### config.mk
export PLATFORM = sky130hd
export DESIGN_NAME = contador_prescaler_flat
export DESIGN_NICKNAME = d
export VERILOG_FILES = /design/src/rtl/contador_prescaler_if.sv /design/src/rtl/contador_prescaler.sv /design/src/flat_wrapper.sv
export SDC_FILE = /design/constraint.sdc
export NUM_CORES = 1
export LEC_CHECK = 0
export CAP_MARGIN = 20
export CORE_MARGIN = 10
export CORE_UTILIZATION = 35
export DETAILED_ROUTE_END_ITERATION = 10
export GPL_ROUTABILITY_DRIVEN = 0
export HOLD_SLACK_MARGIN = 0.12
export PLACE_DENSITY_LB_ADDON = 0.12
export REMOVE_ABC_BUFFERS = 1
export SLEW_MARGIN = 20
export SYNTH_ARGS = -nofsm -noshare
export SYNTH_HDL_FRONTEND = slang
export SYNTH_SLANG_ARGS = --single-unit
### constraint.sdc
create_clock -name clk -period 3.3 [get_ports clk]
set_clock_uncertainty 0.15 [all_clocks]
set_input_delay 0.495 -clock clk [delete_from_list [all_inputs] [get_ports clk]]
set_output_delay 0.495 -clock clk [all_outputs]
set_load 0.05 [all_outputs]
### src/rtl/contador_prescaler_if.sv
// contador_prescaler_if
// ---------------------
// Groups the control inputs and result outputs of contador_prescaler.
// The block has no valid/ready handshake. en and dir are levels.
// carga is a one-cycle strobe: it is acted on at every rising edge where it is high.
// All three outputs are registered levels that are valid every cycle after reset.
//
// Signals:
//   en             master -> slave  counter advance enable
//   carga          master -> slave  synchronous load strobe
//   valor_carga    master -> slave  load value, W bits
//   dir            master -> slave  0 = up, 1 = down (CONTADOR_DIR_EN builds only)
//   Hz             slave -> master  divided clock
//   contagem       slave -> master  counter value, W bits
//   saida_contador slave -> master  terminal-count level
// Modports: master (stimulus side), slave (contador_prescaler).
interface contador_prescaler_if #(
  parameter int W = 4
);
  logic         en;
  logic         carga;
  logic [W-1:0] valor_carga;
  logic         dir;
  logic         Hz;
  logic [W-1:0] contagem;
  logic         saida_contador;

  modport master (
    output en, carga, valor_carga, dir,
    input  Hz, contagem, saida_contador
  );

  modport slave (
    input  en, carga, valor_carga, dir,
    output Hz, contagem, saida_contador
  );
endinterface

### src/rtl/contador_prescaler.sv
// contador_prescaler
// ------------------
// A free-running prescaler divides clk by DIV and produces the square wave Hz.
// Hz is low for DIV/2 cycles and high for the rest of each period.
// contagem is a loadable modulo-MOD counter. It steps once per Hz period, on the
// edge where Hz falls, but only when en is high on that edge.
// saida_contador is a registered level. It is high while contagem equals the
// terminal value.
//
// Parameters: DIV (>= 2) prescaler ratio, MOD (>= 2) counter modulus,
//             W counter width (2**W >= MOD).
// Ports:      clk, rst (synchronous, active high),
//             bus (contador_prescaler_if.slave): en, carga, valor_carga, dir -> Hz,
//             contagem, saida_contador.
// Build option: define CONTADOR_DIR_EN to enable down counting via dir.
//               Without it, dir is ignored and the counter only counts up.
module contador_prescaler #(
  parameter int DIV = 50,
  parameter int MOD = 10,
  parameter int W   = 4
) (
  input  logic                   clk,
  input  logic                   rst,
  contador_prescaler_if.slave    bus
);

  localparam int            PW     = (DIV > 2) ? $clog2(DIV) : 1;
  localparam logic [PW-1:0] P_LAST = PW'(DIV - 1);
  localparam logic [PW-1:0] P_HALF = PW'(DIV / 2);
  localparam logic [W-1:0]  C_LAST = W'(MOD - 1);
  localparam logic [W:0]    C_MOD  = (W + 1)'(MOD);

  logic [PW-1:0] p_q, p_d;
  logic          hz_q, hz_d;
  logic [W-1:0]  cnt_q, cnt_d;
  logic          sc_q, sc_d;
  logic          tick;
  logic [W-1:0]  load_val;
  logic [W-1:0]  term;

  // Prescaler and Hz.
  // Hz is decoded from the next p, so the Hz flop always equals (p >= DIV/2).
  always_comb begin
    p_d  = (p_q == P_LAST) ? '0 : p_q + 1'b1;
    hz_d = (p_d >= P_HALF);
    tick = (p_q == P_LAST) && bus.en;
  end

  // Load value saturates at MOD-1.
  // One extra bit keeps the compare correct when MOD == 2**W.
  always_comb begin
    load_val = bus.valor_carga;
    if ({1'b0, bus.valor_carga} >= C_MOD) load_val = C_LAST;
  end

`ifdef CONTADOR_DIR_EN
  always_comb begin
    cnt_d = cnt_q;
    if (bus.carga) begin
      cnt_d = load_val;
    end else if (tick) begin
      if (bus.dir) cnt_d = (cnt_q == '0) ? C_LAST : cnt_q - 1'b1;
      else         cnt_d = (cnt_q == C_LAST) ? '0 : cnt_q + 1'b1;
    end
    term = bus.dir ? '0 : C_LAST;
  end
`else
  // dir is kept on the port list so the wiring is the same in both builds.
  logic dir_unused;
  assign dir_unused = bus.dir;

  always_comb begin
    cnt_d = cnt_q;
    if (bus.carga)  cnt_d = load_val;
    else if (tick)  cnt_d = (cnt_q == C_LAST) ? '0 : cnt_q + 1'b1;
    term = C_LAST;
  end
`endif

  // saida_contador is decoded from the next count value.
  // This makes it change on the same edge as contagem, never one cycle later.
  always_comb begin
    sc_d = (cnt_d == term);
  end

  always_ff @(posedge clk) begin
    if (rst) begin
      p_q   <= '0;
      hz_q  <= 1'b0;
      cnt_q <= '0;
      sc_q  <= 1'b0;
    end else begin
      p_q   <= p_d;
      hz_q  <= hz_d;
      cnt_q <= cnt_d;
      sc_q  <= sc_d;
    end
  end

  assign bus.Hz             = hz_q;
  assign bus.contagem       = cnt_q;
  assign bus.saida_contador = sc_q;

endmodule

### src/flat_wrapper.sv
// flat-port wrapper written by rule: the top's interface ports become plain ports
module contador_prescaler_flat 
#(
  parameter int DIV = 50,
  parameter int MOD = 10,
  parameter int W   = 4
)
  (clk, rst, bus_en, bus_carga, bus_valor_carga, bus_dir, bus_Hz, bus_contagem, bus_saida_contador);
  contador_prescaler_if #(.W(W)) bus_i ();
  input  logic clk;
  input  logic rst;
  input wire logic [$bits(bus_i.en)-1:0] bus_en;
  input wire logic [$bits(bus_i.carga)-1:0] bus_carga;
  input wire logic [$bits(bus_i.valor_carga)-1:0] bus_valor_carga;
  input wire logic [$bits(bus_i.dir)-1:0] bus_dir;
  output wire logic [$bits(bus_i.Hz)-1:0] bus_Hz;
  output wire logic [$bits(bus_i.contagem)-1:0] bus_contagem;
  output wire logic [$bits(bus_i.saida_contador)-1:0] bus_saida_contador;
  assign bus_i.en = bus_en;
  assign bus_i.carga = bus_carga;
  assign bus_i.valor_carga = bus_valor_carga;
  assign bus_i.dir = bus_dir;
  assign bus_Hz = bus_i.Hz;
  assign bus_contagem = bus_i.contagem;
  assign bus_saida_contador = bus_i.saida_contador;
  contador_prescaler #(.DIV(DIV), .MOD(MOD), .W(W)) u_core (.clk(clk), .rst(rst), .bus(bus_i));
endmodule
**After elaboration in Yosys (flattened, before gate mapping)**

Index checks and enable logic that the tools add are counted.

- Flip-flop bits (word level): 12
- Input port bits: 9
- Output and inout bits: 6
- Word-level logic and storage cells: 17

- $add $sub $neg: 2
- Magnitude comparators: 2
- Equal/unequal tests: 3
- Mux-type cells: 5
- Reduce and logical (&&, ||, !) cells: 1

Operators with widths:

| kind | count |
|---|---|
| 4-bit 2-to-1 mux | 4 |
| 4-bit equality test (second input constant) | 2 |
| 6-bit by 1-bit adder with 6-bit output (second input constant) | 1 |
| 6-bit equality test (second input constant) | 1 |
| 6-bit by 5-bit >= comparator with 1-bit output (second input constant) | 1 |
| 6-bit 2-to-1 mux | 1 |
| 4-bit by 1-bit adder with 4-bit output (second input constant) | 1 |
| 4-bit >= comparator (second input constant) | 1 |
| 1-bit logical AND | 1 |

**Logic depth before layout (Yosys ltp)**

- Word-level depth: 5
- Depth in mapped cells: 7
- Gate-level depth less buffers: 7

**Least setup slack after synthesis**

No wires, ideal clock.

- Path kind: reg2reg
- From: register u_core.cnt_q[0] (netlist: u_core.bus.contagem[0])
- To: register u_core.sc_q (netlist: u_core.bus.saida_contador)
- Library setup time: 0.060 ns
- Data arrival time: 1.556 ns
- Data required time: 3.090 ns
- Setup slack: 1.534 ns
- Stages on the path, launching flop included: 6
- Buffers on the path: 0
- Clock period less this slack: 1.766 ns
- Cell sequence: dfxtp_1 -> and3_1 -> and2_4 -> a311oi_1 -> a211o_1 -> and3b_1

- Longest elaborated chain between the ends: 5
- Elaborated cells between the ends (all ways): 6
- Those cells by class: 1 x add/sub; 2 x eq/ne; 3 x mux

RTL lines:

| what | line | source |
|---|---|---|
| start, declared | contador_prescaler.sv:35 | `logic [W-1:0] cnt_q, cnt_d;` |
| start signal, assigned | contador_prescaler.sv:95 | `cnt_q <= cnt_d;` |
| 4-bit by 1-bit adder with 4-bit output / 4-bit equality test (equally long branches) | contador_prescaler.sv:75 | `else if (tick) cnt_d = (cnt_q == C_LAST) ? '0 : cnt_q + 1'b1;` |
| 4-bit 2-to-1 mux | contador_prescaler.sv:75 |  |
| 4-bit 2-to-1 mux * | contador_prescaler.sv:75 |  |
| 4-bit 2-to-1 mux * | contador_prescaler.sv:74 | `if (bus.carga) cnt_d = load_val;` |
| 4-bit equality test * | contador_prescaler.sv:83 | `sc_d = (cnt_d == term);` |
| end signal, assigned | contador_prescaler.sv:91 | `sc_q <= 1'b0;` |
| end signal, assigned | contador_prescaler.sv:96 | `sc_q <= sc_d;` |
| end, declared | contador_prescaler.sv:36 | `logic sc_q, sc_d;` |

Mark *: on every way between the ends. The rest lies on a longest branch, timed or not.
A chain may end at the register's enable or synchronous reset.

**Worst setup path after layout**

- From: register u_core.cnt_q[1] (netlist: u_core.bus.contagem[1])
- To: output bus_contagem[1]

RTL lines:

| what | line | source |
|---|---|---|
| end, declared | flat_wrapper.sv:17 | `output wire logic [$bits(bus_i.contagem)-1:0] bus_contagem;` |

No word-level cell between the ends.

==> summary.txt <==
===========================================================================================
Setup-violating endpoint count in the final report                                        0
CP max stage delay                                                                  0.85 ns
Worst slew pin tran                                                                0.497 ns
Number of vias after detailed routing                                                   544
Final total power                                                                  0.336 mW
Dominant cells by area after synthesis                                         dfxtp_1 (39%), nor2_1 (6.7%), xnor2_1 (5.7%)
Critical path buffers and inverters                                                       1
First-pass DRT Iterations                                                                 4
Post-synthesis average cell area                                                  8.67 um^2
Area share of the largest cell type after synthesis                                   39.0%
Worst-case clock buffer depth                                                             2
Postcts setup bufs                                                                        0
Highest ir drop seen on vdd                                                      0.000227 V
Setup_tns                                                                              0 ns
Detailed-placement wirelength estimate                                              1.00 mm
RSZ-0062 raised after global routing                                                  false
Final Hold Fails                                                                          0
Hold buffer count at CTS                                                                  0
Path type of the worst setup path                                                   reg2out
Via-to-Cell Ratio                                                                      5.23
Routed WL                                                                           1.32 mm
Number of antenna cells inserted                                                          0
Layout cells sized above 1                                                            9.20%
Horizontal extent of the die                                                        61.9 um
Number of standard cells after synthesis                                                 71
DIE HEIGHT                                                                          61.9 um
Number of antenna violations at the first check in global routing                         0
Post-synth EDFFs                                                                          0
End of the worst hold path                                                     u_core.p_q[0]$_SDFF_PP0_
Placed Cells incl. Taps                                                                 100
Area taken by flip-flops and latches                                               240 um^2
Cell count of the worst hold path                                                         1
Largest fanout on the critical path                                                       7
R2R setup slack                                                                     1.50 ns
TritonCTS clock tree                                                                   done
Dominant delay contributor by cell family on the critical path                 buffers and inverters
Final layout net count                                                                   99
Final period util                                                                     67.8%
Clock slew at the register clock pins of the worst setup and hold paths             0.08 ns
Maximum clock frequency                                                             447 MHz
Required time worst endpoint                                                        2.65 ns
Most frequently used cell type in the post-synthesis netlist                        dfxtp_1
Final antenna-violating net count                                                         0
Post-Layout Cell Count                                                                  104
Sort of element at the end of the critical path                                  output pin
Yosys warning count                                                                       0
Starting utilization of the core area                                                 36.4%
Min-delay worst type                                                                reg2reg
IO Port Bufs                                                                             13
Cell chosen for the clock root                                                     clkbuf_4
Number of cells on the critical path                                                      1
Worst hold path startpoint                                                     u_core.p_q[0]$_SDFF_PP0_
Number of levels in the clock H-tree                                                      1
Relative slew slack                                                                   66.8%
Clock latency on the worst-skew pair                                                0.28 ns
Post-detailed-route wirelength per cell                                             12.7 um
Reg-to-reg critical path endpoint                                              u_core.bus.saida_contador$_SDFF_PP0_
Via count of the first global-routing pass                                              512
Final-layout fill cell count                                                            166
Run status                                                                     finished clean
Data arrival time at the worst-slack endpoint                                       1.59 ns
Cell-by-cell trace of the critical path                                        clkdlybuf4s50_1
Worst setup margin                                                                  1.06 ns
Leakage Power                                                                      0.302 nW
First-pass GRT wire length                                                          2.30 mm
CTS buffer count                                                                          3
Total of flip-flops plus latches after synthesis                                         12
Number of distinct library cells after synthesis                                         26
FF-to-FF Start                                                                 u_core.p_q[1]$_SDFF_PP0_
Slowest library cell on the worst path                                         clkdlybuf4s50_1
Area growth syn-to-layout                                                             29.7%
Footprint of the multi-input gates                                                 355 um^2
Placement Setup Slack                                                               1.16 ns
Cts repair resizes                                                                        0
Sequential area share after synthesis                                                 39.0%
Die ar.                                                                           3840 um^2
Clock sinks                                                                              12
Number of design-rule violations left by the first detailed-router iteration             11
Max-slew violation count                                                                  0
Share of synthesized flip-flops with an asynchronous set or reset                        0%
Dominant cell type by area after synthesis                                          dfxtp_1
Global-route congestion overflow total                                                    0
Pin count of the biggest net entering global routing                                     13
Finished Core Util                                                                    47.3%
Area of the placeable core                                                        1690 um^2
IO Count                                                                                 15
Core Rows                                                                                15
Setup crit start kind                                                                  flop
List of most frequent post-synthesis cells                                     dfxtp_1 (12), nor2_1 (11), nand2_1 (5)
Post-Syn Area                                                                      616 um^2
Worst r2r path cells                                                                      7
Minimum clock period after layout                                                   2.24 ns
Post-detailed-route DRC marker count                                                      0
Number of maximum-capacitance constraint violations                                       0
Ratio of total power to cell area                                               421 nW/um^2
Total track usage                                                                     7.95%
Predominant post-synthesis flop cell                                                dfxtp_1
===========================================================================================
-- sequential cells by signal, indices dropped and copies added (netlist names) --
| name | count |
|---|---|
| u_core.p_q | 6 |
| u_core.bus.contagem | 4 |
| u_core.bus.Hz | 1 |
| u_core.bus.saida_contador | 1 |
-- area by class of cell --
| type | count | share of cell area (%) |
|---|---|---|
| clock buffers | 4 | 4.55 |
| inverters | 4 | 1.88 |
| multi-input cells | 54 | 44.5 |
| flip-flops and latches | 12 | 30.1 |
| well taps | 17 | 2.66 |
| repair buffers | 13 | 16.3 |
-- cell usage in the layout, fill, tap and decap left out --
cell type and n:
o311ai_0 1, a311oi_1 2, and3_1 1, clkdlybuf4s50_1 13
a211o_1 1, clkbuf_8 1, ha_1 2, and3b_1 1
a21boi_0 1, inv_1 4, dfxtp_1 12, o21a_1 2
nor3_1 3, and2_4 1, xnor2_1 4, a21oi_1 3
a21o_2 1, xor2_1 2, a311oi_2 1, o211ai_1 1
clkbuf_4 3, nand2_1 5, mux2i_1 1, a31o_1 1
o21ai_0 4, nand3_1 4, nor2_1 11, and4bb_4 1
-- power breakdown --
group | internal (mW) | switching, mW
registers | 0.152 | 0.00744
clock network | 0.0671 | 0.0531
logic | 0.0259 | 0.0310
total | 0.244 | 0.0915
-- kinds of logic after synthesis --
group           Yosys count  share of synthesized area [%]
buf+inv                   5                           3.25
compound gates           18                           21.5
mux                       1                           1.63
xor+xnor                  6                           8.54
fa+ha+maj                 2                           4.06
simple gates             27                           22.0
flops                    12                           39.0
-- metrics by stage --
step | cell area (um^2) | hold slack (ns)
2_1_floorplan | 611 | 0.295
3_3_place_gp | 762 | 0.315
3_5_place_dp | 762 | 0.322
4_1_cts | 798 | 0.341
5_1_grt | 798 | 0.366
6_report | 798 | 0.333
-- worst max-delay path by stage --
stage,startpoint,to,slack [ns]
finish,u_core.bus.contagem[1]$_SDFF_PP0_,bus_contagem[1],1.06
global route,u_core.bus.contagem[1]$_SDFF_PP0_,bus_contagem[1],1.01
CTS,u_core.bus.contagem[1]$_SDFF_PP0_,bus_contagem[1],1.05
detailed placement,bus_en,u_core.bus.saida_contador$_SDFF_PP0_,1.16
global placement,bus_en,u_core.bus.saida_contador$_SDFF_PP0_,1.17
floorplan,u_core.bus.contagem[0]$_SDFF_PP0_,u_core.bus.saida_contador$_SDFF_PP0_,1.53
-- routing by layer --
metal	routed length [um]	part of all wire [%]	GRT usage, %	up-vias
met1	671	51	9.86	230
met4	25	1.9	3.82	0
met2	512	39	11.5	20
li1	-	-	-	290
met3	114	8.6	3.25	4
met5	0	0	0	-
Note: power is estimated with default switching activity, not from simulation.
